**config.mk**
```make
export PLATFORM = sky130hd
export DESIGN_NAME = mem_dma
export DESIGN_NICKNAME = d
export VERILOG_FILES = /design/src/rtl/mem_dma.sv
export SDC_FILE = /design/constraint.sdc
export NUM_CORES = 1
export LEC_CHECK = 0
export CELL_PAD_IN_SITES_DETAIL_PLACEMENT = 1
export CELL_PAD_IN_SITES_GLOBAL_PLACEMENT = 1
export CORE_UTILIZATION = 25
export CTS_CLUSTER_DIAMETER = 50
export DETAILED_ROUTE_END_ITERATION = 16
export HOLD_SLACK_MARGIN = 0.1
export MAX_ROUTING_LAYER = met4
export PLACE_DENSITY_LB_ADDON = 0.08
export SLEW_MARGIN = 5
export SYNTH_ARGS = -nofsm -noshare
export SYNTH_HDL_FRONTEND = slang
export SYNTH_SLANG_ARGS = --single-unit
```
**constraint.sdc**
```tcl
create_clock -name clk -period 2.5 [get_ports clk]
set_clock_uncertainty 0.1 [all_clocks]
set_input_delay 0.75 -clock clk [delete_from_list [all_inputs] [get_ports clk]]
set_output_delay 0.75 -clock clk [all_outputs]
set_load 0.02 [all_outputs]
```
**src/rtl/mem_dma.sv**
```systemverilog
// mem_dma: single-channel word-copy DMA engine.
// Reads len words from src and writes them to dst, one word per cycle, with
// each write trailing its read by one cycle. Optional build macro DMA_FILL_EN
// adds a fill mode that writes a constant pattern without issuing reads.
module mem_dma #(
  parameter int unsigned LENW = 16
) (
  input  logic            clk,
  input  logic            resetb,
  input  logic            start,
  input  logic [31:2]     src,
  input  logic [31:2]     dst,
  input  logic [LENW-1:0] len,
`ifdef DMA_FILL_EN
  input  logic            fill,
  input  logic [31:0]     fill_data,
`endif
  output logic            busy,
  output logic            done,
  output logic            rready,
  output logic [31:2]     raddr,
  input  logic [31:0]     rdata,
  output logic            wready,
  output logic [31:2]     waddr,
  output logic [31:0]     wdata,
  output logic [3:0]      wstrb
);

  typedef enum logic [1:0] {
    S_IDLE  = 2'd0,
    S_READ  = 2'd1,
    S_DRAIN = 2'd2,
    S_DONE  = 2'd3
  } state_e;

  state_e          state_q, state_d;
  logic [LENW-1:0] cnt_q, cnt_d;       // operations left, including the current one
  logic [31:2]     wptr_q, wptr_d;     // next write address
  logic            fill_q, fill_d;
  logic            busy_q, busy_d;
  logic            done_q, done_d;
  logic            rready_q, rready_d;
  logic [31:2]     raddr_q, raddr_d;
  logic            wready_q, wready_d;
  logic [31:2]     waddr_q, waddr_d;
  logic [31:0]     wdata_q, wdata_d;
  logic [3:0]      wstrb_q, wstrb_d;
  logic [31:0]     wdata_c;
  logic            fill_in;
  logic [31:0]     fill_val;

`ifdef DMA_FILL_EN
  assign fill_in  = fill;
  assign fill_val = fill_data;
`else
  assign fill_in  = 1'b0;
  assign fill_val = 32'h0;
`endif

  // Copy writes carry the memory's read data straight through (it arrives the
  // same cycle the write is issued); otherwise the held value is presented.
  assign wdata_c = (wready_q && !fill_q) ? rdata : wdata_q;

  assign busy   = busy_q;
  assign done   = done_q;
  assign rready = rready_q;
  assign raddr  = raddr_q;
  assign wready = wready_q;
  assign waddr  = waddr_q;
  assign wdata  = wdata_c;
  assign wstrb  = wstrb_q;

  // Next-state and registered-output computation.
  always_comb begin
    state_d  = state_q;
    cnt_d    = cnt_q;
    wptr_d   = wptr_q;
    fill_d   = fill_q;
    rready_d = 1'b0;
    raddr_d  = raddr_q;
    wready_d = 1'b0;
    waddr_d  = waddr_q;
    wdata_d  = wdata_c;

    case (state_q)
      S_IDLE: begin
        if (start) begin
          if (len == '0) begin
            state_d = S_DONE;
          end else begin
            state_d = S_READ;
            cnt_d   = len;
            fill_d  = fill_in;
            if (fill_in) begin
              wready_d = 1'b1;
              waddr_d  = dst;
              wptr_d   = dst + 30'(1);
              wdata_d  = fill_val;
            end else begin
              rready_d = 1'b1;
              raddr_d  = src;
              wptr_d   = dst;
            end
          end
        end
      end
      S_READ: begin
        cnt_d = cnt_q - LENW'(1);
        if (cnt_q == LENW'(1)) begin
          state_d = fill_q ? S_DONE : S_DRAIN;
        end else if (fill_q) begin
          wready_d = 1'b1;
          waddr_d  = wptr_q;
          wptr_d   = wptr_q + 30'(1);
        end else begin
          rready_d = 1'b1;
          raddr_d  = raddr_q + 30'(1);
        end
      end
      S_DRAIN: state_d = S_DONE;
      S_DONE:  state_d = S_IDLE;
      default: state_d = S_IDLE;
    endcase

    // A copy read issued this cycle becomes a write next cycle.
    if (rready_q) begin
      wready_d = 1'b1;
      waddr_d  = wptr_q;
      wptr_d   = wptr_q + 30'(1);
    end

    busy_d  = (state_d != S_IDLE);
    done_d  = (state_d == S_DONE);
    wstrb_d = {4{wready_d}};
  end

  // State and output registers.
  always_ff @(posedge clk or negedge resetb) begin
    if (!resetb) begin
      state_q  <= S_IDLE;
      cnt_q    <= '0;
      wptr_q   <= '0;
      fill_q   <= 1'b0;
      busy_q   <= 1'b0;
      done_q   <= 1'b0;
      rready_q <= 1'b0;
      raddr_q  <= '0;
      wready_q <= 1'b0;
      waddr_q  <= '0;
      wdata_q  <= '0;
      wstrb_q  <= '0;
    end else begin
      state_q  <= state_d;
      cnt_q    <= cnt_d;
      wptr_q   <= wptr_d;
      fill_q   <= fill_d;
      busy_q   <= busy_d;
      done_q   <= done_d;
      rready_q <= rready_d;
      raddr_q  <= raddr_d;
      wready_q <= wready_d;
      waddr_q  <= waddr_d;
      wdata_q  <= wdata_d;
      wstrb_q  <= wstrb_d;
    end
  end

endmodule

```
==> metrics.txt <==
WL final 24800 um; Starting Density 25.6%; post-synth cell types 58; final slew viol count 0; Leak 0.00455 uW; worst reg2reg path endpoint wptr_q[28]; core area 28900 um2; CP endpoint kind output port; crit share post-route 98.9%; Synth top area share 48.6%; Final Non-Filler Cells 1320; Post-Syn Instances 690; f_max 404 MHz; Primary FF master, synth dfrtp_1; cells along the critical path clkdlybuf4s50_1 > mux2_2 > buf_2; Arr. time, crit path 1.62 ns; largest delay contributor family on the critical path buffers and inverters; Synth Register Bits 144; Hold Vio Cnt, Final 0; Setup crit start kind input port; Final Instance Area 10800 um2; FILL cells 3187; root buffer cell clkbuf_16; CTS tree yes; Worst Path Required 1.65 ns; # DRC 0; TNS Setup 0 ns; chip width 174 um; RePlAce Congestion 0.824; DR iter-0 viols 279; Area Growth Syn to Fin 45.1%; CP Launch Point rdata[0]; Least-Margin Pin Slew 0.951 ns; number of synthesized flops with an enable pin 0; first-pass GRT wire length 39600 um; num ports 211; pwr dens 1060 nW/um2; initial antenna violation count 1; hold_buf cts 0; Antenna Nets Post-Route 0; Final Critical Period 2.47 ns; Setup WS pre-CTS -0.505 ns; Reg2Reg Depth 6; total of max-cap violations 0; syn avg cell area 10.8 um2; reg2reg start wptr_q[2]; max incr delay on CP 0.42 ns; final setup fails 0; Vias 6338; row count 62; r2r setup slk 0.25 ns; Post-Syn Area 7420 um2; status complete, no violations; Detail Placement HPWL 17900 um; Setup CP Type input port to output port; Hold Path Class input port to async pin; die footprint 30400 um2; Synth async-reset ratio 100%; slowest CP cell clkdlybuf4s50_1; Max clock buf depth 2; CTS buffer count 17; nets@finish 1037; global route overflow 0; largest cells by area after synthesis dfrtp_1, mux2_2, mux2i_1; layout cells sized above 1 21.5%; vias in the first global route 7011; sequential area share after synthesis 48.6%; syn_nets 805; WL/cell 18.8 um; peak supply drop 0.000422 V; Slew HR 36.6%; Worst-path clk slew 0.06 ns; Ys Warns 0; total track usage 17.1%; CTS H-tree lvls 4; clock latency on the worst-skew pair 0.43 ns; vias per inst 4.80; Port-buffer cells 210; worst setup margin 0.0272 ns; area leader, netlist dfrtp_1; Crit Path Max Fanout 2; Sink Count 144; die height 174 um; placed cell areas 10200 um2; largest net degree at the start of global routing 65; Cells after DPL 1282; iteration count of the initial detailed-routing pass 4; CP bufs+invs 2
stage by stage:
| step | power, uW | utilization [%] | hold WS [ns] |
|---|---|---|---|
| 4_1_cts | 11600 | 36.7 | 0.223 |
| 3_5_place_dp | 8880 | 35.1 | 0.385 |
| 6_report | 11400 | 37.2 | 0.213 |
| 2_1_floorplan | 6680 | - | 0.354 |
| 3_3_place_gp | 8720 | 35.1 | 0.380 |
| 5_1_grt | 12200 | 37.2 | 0.242 |
sequential cells by signal, summed over array words and instances (netlist names):
register / cells
rready: 1
cnt_q: 16
state_q: 2
waddr: 30
wdata_q: 32
wptr_q: 30
done: 1
busy: 1
raddr: 30
wready: 1
routing by layer:
layer  track usage, %  vias to the layer above  part of all wire [%]
met5                -                        -                     0
met4             5.52                        0                   2.0
met3             3.65                       27                   3.7
met2             28.4                      114                    51
met1             20.7                     3195                    44
li1                 -                     3002                     -
synth_stat cells (2+ instances only):
library cell and number:
and4_1 10, nand2b_1 4, nand3b_1 2, a211oi_1 3, dfrtp_1 144, a311oi_1 3, buf_6 3, mux2i_1 57
buf_1 3, o22ai_1 11, nor4_4 3, nand4_1 21, a41oi_1 2, nor3_1 13, nand2_1 54, o21ba_2 2
buf_2 11, a21oi_1 43, or3_1 4, xor2_1 20, o21ai_0 25, a2bb2oi_1 2, nor4_1 5, or2_2 3
xnor2_1 10, mux2_2 63, nand3_1 28, a31oi_1 9, ha_1 4, nor2_1 47, clkbuf_1 16, and3_1 11
o211ai_1 8, and2_1 3, inv_1 5, buf_4 9, o22a_1 8
kinds of logic after synthesis:
kind of cell	after synthesis	share of synthesized area, %
and+or+nand+nor	216	15.6
adders and majority gates	4	0.674
DFF	144	48.6
buffers and inverters	48	3.41
xor gates and xnor gates	30	3.54
muxes	120	17.2
AOI/OAI and AO/OA	128	10.9
placed cells by master, fill, tap and decap left out, types with 12 or more instances in the layout:
master | synthesis | routed
clkdlybuf4s50_1 | 0 | 160
dfrtp_1 | 144 | 140
mux2_2 | 63 | 63
mux2i_1 | 57 | 56
nand2_1 | 54 | 54
nor2_1 | 47 | 46
a21oi_1 | 43 | 43
buf_4 | 9 | 35
buf_2 | 11 | 31
nand3_1 | 28 | 28
o21ai_0 | 25 | 25
nand4_1 | 21 | 21
clkbuf_16 | 0 | 21
xor2_1 | 20 | 20
nor3_1 | 13 | 13
dlymetal6s2s_1 | 0 | 12
area by class of cell:
cell class | instances | area (um2) | area share [%]
Clock inverter | 13 | 151 | 1.41
Inverter | 6 | 25.0 | 0.232
Multi-Input combinational cell | 498 | 3600 | 33.5
Sequential cell | 144 | 3610 | 33.5
Tap cell | 384 | 480 | 4.46
Timing Repair Buffer | 255 | 2450 | 22.8
Clock buffer | 19 | 443 | 4.11
Antenna cell | 1 | 2.50 | 0.0232
how the worst max path moves through the flow:
stage | endpoint | depth (start not counted)
floorplan | wdata[10] | 3
global placement | wptr_q[30] | 9
detailed placement | wptr_q[19] | 9
CTS | wdata[28] | 3
global route | wdata[21] | 3
finish | wdata[0] | 3
power by group:
part	internal, uW	switching (uW)	total, uW
clock network	1520	1120	2640
logic	2240	2190	4420
registers	3230	1110	4340
timing repair:
| action | in CTS | in global routing |
|---|---|---|
| pin swaps | 1 | 1 |
| cloned | 0 | 4 |
| endpoints found under the setup margin | 50 | 53 |
| buffers inserted | 0 | 1 |
| resized for setup | 135 | 18 |
Power figures use the tool's default switching activity.
